<file path="src/rtl/dp_types_pkg.sv">
// ---------------------------------------------------------------------------
// dp_types_pkg
//   Shared datapath types for the five-stage pipeline.
//   - IF_ID_t     : IF/ID pipeline latch {imemload, pc, pc4, npc}
//   - btb_entry_t : one branch-target-buffer entry (valid, tag, target)
//   - BTB_IDX_W   : index width for the default BTB depth
//   The tag field is sized for the narrowest possible index so that any
//   power-of-two BTB depth can store its tag zero-extended in the same type.
// ---------------------------------------------------------------------------
package dp_types_pkg;

  typedef struct packed {
    logic [31:0] imemload;
    logic [31:0] pc;
    logic [31:0] pc4;
    logic [31:0] npc;
  } IF_ID_t;

  localparam int BTB_DEFAULT_ENTRIES = 4;
  localparam int BTB_IDX_W           = $clog2(BTB_DEFAULT_ENTRIES);
  // Word-aligned PCs leave 30 meaningful bits; the tag never exceeds that.
  localparam int BTB_TAG_MAX_W       = 30;

  typedef struct packed {
    logic                     valid;
    logic [BTB_TAG_MAX_W-1:0] tag;
    logic [31:0]              target;
  } btb_entry_t;

  // Sequential next PC; wraps modulo 2^32.
  function automatic logic [31:0] pc_plus4(input logic [31:0] pc);
    return pc + 32'd4;
  endfunction

endpackage

</file>
<file path="src/rtl/fetch_btb.sv">
// ---------------------------------------------------------------------------
// fetch_btb
//   Direct-mapped branch target buffer used by fetch_stage when the
//   FETCH_BTB_EN macro is defined.
//   Ports:
//     CLK, nRST      clock, asynchronous active-low reset (clears valid bits)
//     i_lookup_pc    PC being fetched this cycle
//     o_hit          entry valid and tag matches i_lookup_pc
//     o_target       predicted target of the matching entry
//     i_wen          update strobe (already gated by the halt state)
//     i_wr_pc        PC of the resolved control instruction
//     i_wr_target    resolved target
//     i_wr_taken     resolved outcome; not-taken invalidates the entry
//   Lookup is combinational from registered storage, so a same-cycle update
//   to the same index is only seen on the following cycle.
// ---------------------------------------------------------------------------
module fetch_btb
  import dp_types_pkg::*;
#(
  parameter int ENTRIES = BTB_DEFAULT_ENTRIES
) (
  input  logic        CLK,
  input  logic        nRST,
  input  logic [31:0] i_lookup_pc,
  output logic        o_hit,
  output logic [31:0] o_target,
  input  logic        i_wen,
  input  logic [31:0] i_wr_pc,
  input  logic [31:0] i_wr_target,
  input  logic        i_wr_taken
);

  localparam int IDX_W = $clog2(ENTRIES);

  logic                     r_valid  [ENTRIES];
  logic [BTB_TAG_MAX_W-1:0] r_tag    [ENTRIES];
  logic [31:0]              r_target [ENTRIES];

  logic [IDX_W-1:0]         w_lu_idx;
  logic [BTB_TAG_MAX_W-1:0] w_lu_tag;
  logic [IDX_W-1:0]         w_wr_idx;
  logic [BTB_TAG_MAX_W-1:0] w_wr_tag;
  btb_entry_t               w_lu_entry;
  btb_entry_t               w_wr_entry;
  logic                     w_unused_lsb;

  assign w_lu_idx = i_lookup_pc[2 +: IDX_W];
  assign w_wr_idx = i_wr_pc[2 +: IDX_W];
  // Tag is PC[31:2+IDX_W], zero-extended into the fixed-width tag field.
  assign w_lu_tag = BTB_TAG_MAX_W'(i_lookup_pc >> (2 + IDX_W));
  assign w_wr_tag = BTB_TAG_MAX_W'(i_wr_pc >> (2 + IDX_W));

  // Byte-offset bits never take part in indexing or tagging.
  assign w_unused_lsb = ^{i_lookup_pc[1:0], i_wr_pc[1:0]};

  assign w_lu_entry = '{valid:  r_valid[w_lu_idx],
                        tag:    r_tag[w_lu_idx],
                        target: r_target[w_lu_idx]};

  assign w_wr_entry = '{valid:  i_wr_taken,
                        tag:    w_wr_tag,
                        target: i_wr_target};

  assign o_hit    = w_lu_entry.valid && (w_lu_entry.tag == w_lu_tag);
  assign o_target = w_lu_entry.target;

  always_ff @(posedge CLK or negedge nRST) begin
    if (!nRST) begin
      for (int i = 0; i < ENTRIES; i++) begin
        r_valid[i] <= 1'b0;
      end
    end else if (i_wen) begin
      r_valid[w_wr_idx] <= w_wr_entry.valid;
    end
  end

  // Tag/target need no reset: they are qualified by the valid bit.
  always_ff @(posedge CLK) begin
    if (i_wen) begin
      r_tag[w_wr_idx]    <= w_wr_entry.tag;
      r_target[w_wr_idx] <= w_wr_entry.target;
    end
  end

endmodule

</file>
<file path="src/rtl/fetch_stage.sv">
// ---------------------------------------------------------------------------
// fetch_stage
//   Instruction-fetch stage: owns the PC, issues the instruction-memory
//   request and produces the IF/ID latch for decode.
//   Optional feature macro: FETCH_BTB_EN (adds fetch_btb next-PC prediction).
//   Ports:
//     CLK, nRST                clock, asynchronous active-low reset
//     ihit, imemload           instruction memory response
//     imemREN, imemaddr        instruction memory request (addr == PC)
//     stall                    hold PC and IF/ID
//     flush, redirect_pc       redirect from EX/MEM; clears IF/ID
//     halt                     committed halt; freezes the stage until reset
//     btb_wen/pc/target/taken  BTB update (ignored without FETCH_BTB_EN)
//     ifid, ifid_valid         IF/ID latch and its valid flag
//   Priority each cycle: halted > flush > stall > ihit > miss (bubble).
// ---------------------------------------------------------------------------
module fetch_stage
  import dp_types_pkg::*;
#(
  parameter logic [31:0] PC_INIT     = 32'h0000_0000,
  parameter int          BTB_ENTRIES = 4
) (
  input  logic        CLK,
  input  logic        nRST,
  input  logic        ihit,
  input  logic [31:0] imemload,
  output logic        imemREN,
  output logic [31:0] imemaddr,
  input  logic        stall,
  input  logic        flush,
  input  logic [31:0] redirect_pc,
  input  logic        halt,
  input  logic        btb_wen,
  input  logic [31:0] btb_pc,
  input  logic [31:0] btb_target,
  input  logic        btb_taken,
  output IF_ID_t      ifid,
  output logic        ifid_valid
);

  logic [31:0] r_pc;
  logic        r_halted;
  IF_ID_t      r_ifid;
  logic        r_ifid_valid;

  logic [31:0] w_pc4;
  logic [31:0] w_npc;
  logic        w_halted;

  // The halt cycle itself already behaves as halted, so halt beats a
  // same-cycle flush and no redirect or BTB update slips through.
  assign w_halted = r_halted | halt;
  assign w_pc4    = pc_plus4(r_pc);

`ifdef FETCH_BTB_EN
  logic        w_btb_hit;
  logic [31:0] w_btb_target;

  fetch_btb #(
    .ENTRIES (BTB_ENTRIES)
  ) u_btb (
    .CLK         (CLK),
    .nRST        (nRST),
    .i_lookup_pc (r_pc),
    .o_hit       (w_btb_hit),
    .o_target    (w_btb_target),
    .i_wen       (btb_wen & ~w_halted),
    .i_wr_pc     (btb_pc),
    .i_wr_target (btb_target),
    .i_wr_taken  (btb_taken)
  );

  assign w_npc = w_btb_hit ? w_btb_target : w_pc4;
`else
  logic [31:0] w_unused_btb_cfg;
  logic        w_unused_btb;

  // BTB ports stay in the port list but carry no function in this build.
  assign w_unused_btb_cfg = 32'(BTB_ENTRIES);
  assign w_unused_btb     = ^{btb_wen, btb_pc, btb_target, btb_taken,
                              w_unused_btb_cfg};
  assign w_npc            = w_pc4;
`endif

  assign imemREN    = ~w_halted;
  assign imemaddr   = r_pc;
  assign ifid       = r_ifid;
  assign ifid_valid = r_ifid_valid;

  always_ff @(posedge CLK or negedge nRST) begin
    if (!nRST) begin
      r_halted <= 1'b0;
    end else if (halt) begin
      r_halted <= 1'b1;
    end
  end

  always_ff @(posedge CLK or negedge nRST) begin
    if (!nRST) begin
      r_pc         <= PC_INIT;
      r_ifid       <= '0;
      r_ifid_valid <= 1'b0;
    end else if (!w_halted) begin
      if (flush) begin
        r_pc         <= redirect_pc;
        r_ifid       <= '0;
        r_ifid_valid <= 1'b0;
      end else if (stall) begin
        r_pc         <= r_pc;
        r_ifid       <= r_ifid;
        r_ifid_valid <= r_ifid_valid;
      end else if (ihit) begin
        r_pc         <= w_npc;
        r_ifid       <= '{imemload: imemload, pc: r_pc, pc4: w_pc4, npc: w_npc};
        r_ifid_valid <= 1'b1;
      end else begin
        // Miss: keep requesting the same PC and push a bubble downstream.
        r_ifid       <= '0;
        r_ifid_valid <= 1'b0;
      end
    end
  end

endmodule

</file>
<file path="config.mk">
export PLATFORM = sky130hd
export DESIGN_NAME = fetch_stage
export DESIGN_NICKNAME = d
export VERILOG_FILES = /design/src/rtl/dp_types_pkg.sv /design/src/rtl/fetch_btb.sv /design/src/rtl/fetch_stage.sv
export SDC_FILE = /design/constraint.sdc
export NUM_CORES = 1
export LEC_CHECK = 0
export ABC_AREA = 1
export BUFFER_PORTS_ARGS = -buffer_cell sky130_fd_sc_hd__clkbuf_2
export CORE_MARGIN = 8
export CORE_UTILIZATION = 35
export DETAILED_ROUTE_END_ITERATION = 10
export GPL_TIMING_DRIVEN = 1
export PLACE_DENSITY_LB_ADDON = 0.3
export SYNTH_ARGS = -nofsm -noshare
export SYNTH_HDL_FRONTEND = slang
export SYNTH_SLANG_ARGS = --single-unit
</file>
<file path="constraint.sdc">
create_clock -name CLK -period 2.3 [get_ports CLK]
set_clock_uncertainty 0.2 [all_clocks]
set_input_delay 0.23 -clock CLK [delete_from_list [all_inputs] [get_ports CLK]]
set_output_delay 0.23 -clock CLK [all_outputs]
set_load 0.005 [all_outputs]
</file>
==> flow_summary.toml, run 1 <==
[run_status]
status = "completed"

[pwr]
switchingPower_mw = 1.40
swShare_pct = 24.9
internal_power_mw = 4.23
power_frac_seq_pct = 42.2
p_leak_nw = 4.68
vdd_drop_max_mv = 0.470
power.share.clock_pct = 48.9
combPwrFrac_pct = 8.9
power_density_mw_per_mm2 = 650

[cells_and_area]
post_route_cells_drive_above_1_share_pct = 31.1
area_growth_pct = 39.3
insertedDiodeCount = 0
fin_nets = 1138
fillers = 1668

[yosys]
synth-seq-cells = 128
synth_area_per_cell_sq_um = 8.49
synth_ff_type = "dfrtp_1"
synth_cells = 733
synth_warnings = 0
async_reset_ff_share_pct = 100
syn_area_sq_mm = 0.00622
ys_seq_area_share_pct = 51.5
syn_nets = 870
synth_edf_count = 0
synth.distinct_cells = 28

[hold_path]
min-delay-start = "flush"
whs_endpoint = "imemaddr[0]"
min_delay_path_depth = 6
hp-class = "input pin to flop"

[sta]
tightest_slew_ns = 0.675
hold_viol_final = 0
post-route-period-util_pct = 91.1
fmax_mhz = 477
slew_violations = 0
rsz0062_at_grt = "no"
layout_min_cycle_time_ns = 2.10
fin_ws_ns = 0.204
setup_violations = 0
relSlewSlack_pct = 54.9
setup-tns-final_ns = 0

[worst_setup_path]
rrSetupSlack_ns = 0.25
cp_slowest_cell = "dlygate4sd3_1"
r2r_start = "imemaddr[2]"
cp.required_ns = 2.44
cpLargestDelayFamily = "buffers and inverters"
start_kind = "input pin"
crit_path_max_incr_delay_ns = 0.53
cp_cell_sequence = "dlygate4sd3_1, clkbuf_2, nor2_1, nand2_4, nor3_4, buf_4, a22o_1"
worstSetupPathType = "input pin to flop"
reg2regPathDepth = 8
endpoint_kind = "flop"
path_buf_inv = 3
reg2reg_to = "imemaddr[20]"
arrival_ns = 2.24
cp_max_fo = 38

[die]
dieArea_sq_mm = 0.0223
io_pins = 298
num_rows = 48
initial_core_util_pct = 35.9
core-area_sq_mm = 0.0174
die-width_um = 149
dieHeight_um = 149

[grt]
grt_pass1_vias = 5857
grt_max_degree = 57
grt_remaining_overflow = 0
antenna_found_initial = 0
grt.total_usage_pct = 18.9
grt_pass1_wl_mm = 33.0

[drt]
final_antenna_net_count = 0
vias = 5803
drc = 0
drtIter0Drc = 400
wire_per_inst_um = 17.0
drt_wl_total_mm = 21.1
drt-pass1-iter-count = 4
routed_via_density = 4.68

[clock_network]
clock-root-buffer = "clkbuf_16"
cts_resized = 0
cts_buffers = 17
clk_latency_ns = 0.42
clock_path_buffers = 2
cts_tree = "built"
cts_hold_buf = 68
cts_max_level = 4
cts_setup_buffers = 0
cts.sinks = 128
path_clk_slew_ns = 0.06

[placement]
place_congestion = 0.872
pre_cts_ws_ns = 0.275
io_buffers = 231
dp_hpwl_mm = 15.2

[job]
drv_cap = 0
tightest hold or removal path: stages:
cell	delay, ns
clkbuf_2	0.11
inv_4	0.07
nor2_2	0.05
inv_2	0.06
nand2_1	0.05
nand2_1	0.05
power by group through the flow:
stage	registers [mW]	logic, mW	clock network, mW
after CTS	2.38	0.510	2.82
after global routing	2.39	0.559	2.93
final	2.38	0.501	2.75
after floorplan	2.41	0.172	0
after global placement	2.42	0.415	0
after detailed placement	2.42	0.416	0
per-layer routing:
metal	track usage (%)	vias to the layer above	share of wire, %
met5	0	-	0
met4	7.32	0	2.2
met3	4.88	27	7.3
met2	29.1	208	45
met1	24.8	2695	46
li1	-	2873	-
flip-flops by register name, summed over array words and instances, names as in the netlist:
| register | count |
|---|---|
| r_halted | 1 |
| ifid_valid | 1 |
| imemaddr | 32 |
| ifid | 94 |
cells in the final DEF (no fill, tap or decap):
cell type,Yosys,routed
a22o_1,42,42
and2_1,7,7
buf_12,0,3
buf_4,40,14
buf_6,5,1
bufinv_16,0,2
clkbuf_16,0,17
clkbuf_2,0,230
clkbuf_8,0,2
clkinv_2,0,1
clkinv_4,0,2
clkinvlp_4,0,2
dfrtp_1,128,128
dlygate4sd3_1,0,68
ha_1,1,1
inv_1,39,39
inv_2,3,3
inv_4,1,1
inv_6,0,6
nand2_1,239,239
nand2_2,3,3
nand2_4,1,1
nand3_1,32,32
nor2_1,86,86
nor2_2,3,3
nor2_4,2,2
nor3_4,1,1
o211ai_1,2,2
o21ai_0,39,39
o21ai_1,2,2
o21ai_2,21,21
o22ai_1,4,4
o31ai_1,1,1
xnor2_1,1,1
xor2_1,8,8
synth_stat cells (all sizes together), types with 4 or more instances:
library cell / number / share of area [%]
o21ai: 62 / 6.3
a22o: 42 / 5.9
xor2: 8 / 1.1
nand2: 243 / 15
buf: 54 / 6.4
clkbuf: 13 / 0.78
dfrtp: 128 / 51
nor2: 91 / 5.9
nand3: 32 / 2.6
o22ai: 4 / 0.40
and2: 7 / 0.70
inv: 43 / 2.6
worst max-delay path by stage:
stage | slack, ns | cells after the start | end | from
after floorplan | 0.59 | 8 | imemaddr[20] | imemaddr[2]
after global placement | 0.29 | 8 | imemaddr[20] | imemaddr[2]
after detailed placement | 0.28 | 7 | ifid[45] | imemaddr[2]
after CTS | 0.16 | 7 | ifid[100] | halt
after global routing | 0.05 | 8 | imemaddr[20] | imemaddr[2]
final | 0.20 | 7 | ifid[108] | halt
cell families (layout without fill, tap and decap cells):
logic type,after synthesis,after routing,synth area share [%]
AOI/OAI and AO/OA,111,111,12.9
xor gates and xnor gates,9,9,1.27
adders and majority gates,1,1,0.201
buffers and inverters,110,391,9.85
DFF,128,128,51.5
and+or+nand+nor,374,374,24.3
final cells by class:
class	count	area (sq um)	share of cell area, %
multi-input combinational	495	2410	27.8
tap	225	282	3.25
inverter	43	164	1.89
sequential	128	3200	37.0
clock inverter	13	150	1.73
timing repair buffer	316	2010	23.2
clock buffer	19	453	5.23
per-stage QoR:
| stage | cell area (sq um) | total power, mW | std cells | hold slack [ns] | utilization (%) |
|---|---|---|---|---|---|
| 2_1_floorplan | 6220 | 2.58 | 733 | -0.266 | - |
| 3_3_place_gp | 7380 | 2.83 | 1139 | 0.0385 | 42.5 |
| 3_5_place_dp | 7380 | 2.83 | 1139 | 0.0360 | 42.5 |
| 4_1_cts | 8670 | 5.71 | 1239 | 0.0245 | 49.9 |
| 5_1_grt | 8670 | 5.87 | 1239 | 0.0359 | 49.9 |
| 6_report | 8670 | 5.63 | 1239 | 0.0354 | 49.9 |
Note: power is estimated with default switching activity, not from simulation.
==> run 2: changes to the inputs <==
--- a/config.mk
+++ b/config.mk
@@ -12,6 +12,7 @@
 export DETAILED_ROUTE_END_ITERATION = 10
 export GPL_TIMING_DRIVEN = 1
 export PLACE_DENSITY_LB_ADDON = 0.3
+export RECOVER_POWER = 100
 export SYNTH_ARGS = -nofsm -noshare
 export SYNTH_HDL_FRONTEND = slang
 export SYNTH_SLANG_ARGS = --single-unit
==> run 2 against run 1 <==
Compared with the run above:
- sequential share of layout area up 1.2 points
- utilization down 1.5 points
- wire length up 0.47%
- largest cell class unchanged
- non-clock buffer count unchanged
- global-route usage unchanged
- register-to-register slack worse by 0.06 ns
- maximum frequency down 2.1%
==> flow_summary.toml, run 2 (synthesis results as in run 1) <==
[placement]
dp_hpwl_mm = 15.2
dp.cells = 1139
place_congestion = 0.872
dpl_cell_area_sq_mm = 0.00738
io_buffers = 231

[cells_and_area]
insertedDiodeCount = 0
largest_register_ffs = 94
post_route_cells_drive_above_1_share_pct = 16.8
fin_nets = 1138
area_growth_pct = 35.0
final_cell_mix = "nand2_1, dfrtp_1, clkbuf_1"
fin_area_sq_mm = 0.00840
finalNonFillerCells = 1239
final_common_cell = "nand2_1"

[worst_setup_path]
endpoint_kind = "flop"
cp_slowest_cell = "dlygate4sd3_1"
crit_path_max_incr_delay_ns = 0.53
reg2reg_to = "ifid[54]"
cp_max_fo = 38
cpLargestDelayFamily = "buffers and inverters"
rrSetupSlack_ns = 0.19
worstSetupPathType = "input pin to flop"
cp.required_ns = 2.44
start_kind = "input pin"
arrival_ns = 2.28
reg2regPathDepth = 10
r2r_start = "imemaddr[2]"
path_buf_inv = 3
cp_cell_sequence = "dlygate4sd3_1, clkbuf_1, nor2_1, nand2_4, nor3_4, clkbuf_4, a22o_1"

[clock_network]
cts_tree = "built"
path_clk_slew_ns = 0.06
clk_latency_ns = 0.41
clock-root-buffer = "clkbuf_16"
clock_path_buffers = 2
cts_setup_buffers = 0
cts.sinks = 128
cts_max_level = 4
cts_buffers = 17

[die]
dieArea_sq_mm = 0.0223
io_pins = 298
dieHeight_um = 149
core-area_sq_mm = 0.0174
num_rows = 48
initial_core_util_pct = 35.9
die-width_um = 149

[pwr]
internal_power_mw = 4.21
switchingPower_mw = 1.39
power.share.clock_pct = 49.0
vdd_drop_max_mv = 0.468
power_density_mw_per_mm2 = 666
p_leak_nw = 4.21
combPwrFrac_pct = 8.5
power_frac_seq_pct = 42.5
swShare_pct = 24.8

[grt]
grt_pass1_wl_mm = 33.0
met2_usage_pct = 29.1
antenna_found_initial = 0
met3_usage_pct = 4.88
grt_pass1_vias = 5857
grt_remaining_overflow = 0
grt.busiest_layer = "met2"
grt.total_usage_pct = 18.9
grt_max_degree = 57
gr-usage-met1_pct = 24.8

[drt]
drt_wl_total_mm = 21.2
vias = 5880
wire_per_inst_um = 17.1
drt-pass1-iter-count = 5
drc = 0
final_antenna_net_count = 0
routed_via_density = 4.75
drtIter0Drc = 360

[sta]
fmax_mhz = 467
setup-tns-final_ns = 0
rsz0062_at_grt = "no"
tightest_slew_ns = 1.46
slew_violations = 0
post-route-period-util_pct = 93.0
hold_viol_final = 0
setup_violations = 0
relSlewSlack_pct = 2.64
layout_min_cycle_time_ns = 2.14

[hold_path]
min_delay_path_depth = 6
hp-class = "input pin to flop"
whs_endpoint = "imemaddr[0]"
min-delay-start = "flush"

[job]
drv_cap = 0

[run_status]
status = "completed"
run 2: worst max path at each step:
stage | startpoint | to | slack [ns] | cells past startpoint
CTS | halt | ifid[100] | 0.16 | 7
global placement | imemaddr[2] | imemaddr[20] | 0.29 | 8
detailed placement | imemaddr[2] | ifid[45] | 0.28 | 7
floorplan | imemaddr[2] | imemaddr[20] | 0.59 | 8
finish | halt | ifid[108] | 0.16 | 7
global route | imemaddr[2] | ifid[54] | 0.03 | 10
run 2: per-layer routing:
layer	vias to the layer above	part of all wire [%]
met3	30	7.7
li1	2870	-
met5	-	0
met2	233	45
met4	0	2.3
met1	2747	45
run 2: worst register-to-register path: stages, from the launching register on:
cell and delay (ns):
dfrtp_1 0.45, ha_1 0.25, nand2_1 0.08, nor2_1 0.15, nand2_1 0.19, nor2_2 0.29, nand2_1 0.08, nand2_1 0.08
nand2_1 0.05, nand2_1 0.11, nand2_1 0.06
run 2: repair_timing:
item / in CTS / in global routing
hold buffers: 68 / 0
resized for setup: 0 / 0
endpoints found under the hold margin: 118 / 0
run 2: cell type report:
cell class	count	area [sq um]
clock inverter	13	150
timing repair buffer	316	1810
inverter	43	164
multi-input combinational	495	2340
clock buffer	19	453
sequential	128	3200
fill	1775	8960
tap	225	282
run 2: through the flow:
stage / hold WS, ns / util, % / power (mW) / setup slack [ns]
final: 0.0584 / 48.4 / 5.60 / 0.160
after detailed placement: 0.0360 / 42.5 / 2.83 / 0.275
after floorplan: -0.266 / - / 2.58 / 0.591
after global placement: 0.0385 / 42.5 / 2.83 / 0.290
after CTS: 0.0245 / 49.9 / 5.71 / 0.156
after global routing: 0.0598 / 48.4 / 5.84 / 0.0277
run 2: power groups by stage:
stage               combinational, mW  clock, mW  sequential [mW]
floorplan                       0.172          0             2.41
global placement                0.415          0             2.42
detailed placement              0.416          0             2.42
CTS                             0.510       2.82             2.38
global route                    0.531       2.93             2.39
finish                          0.474       2.74             2.38
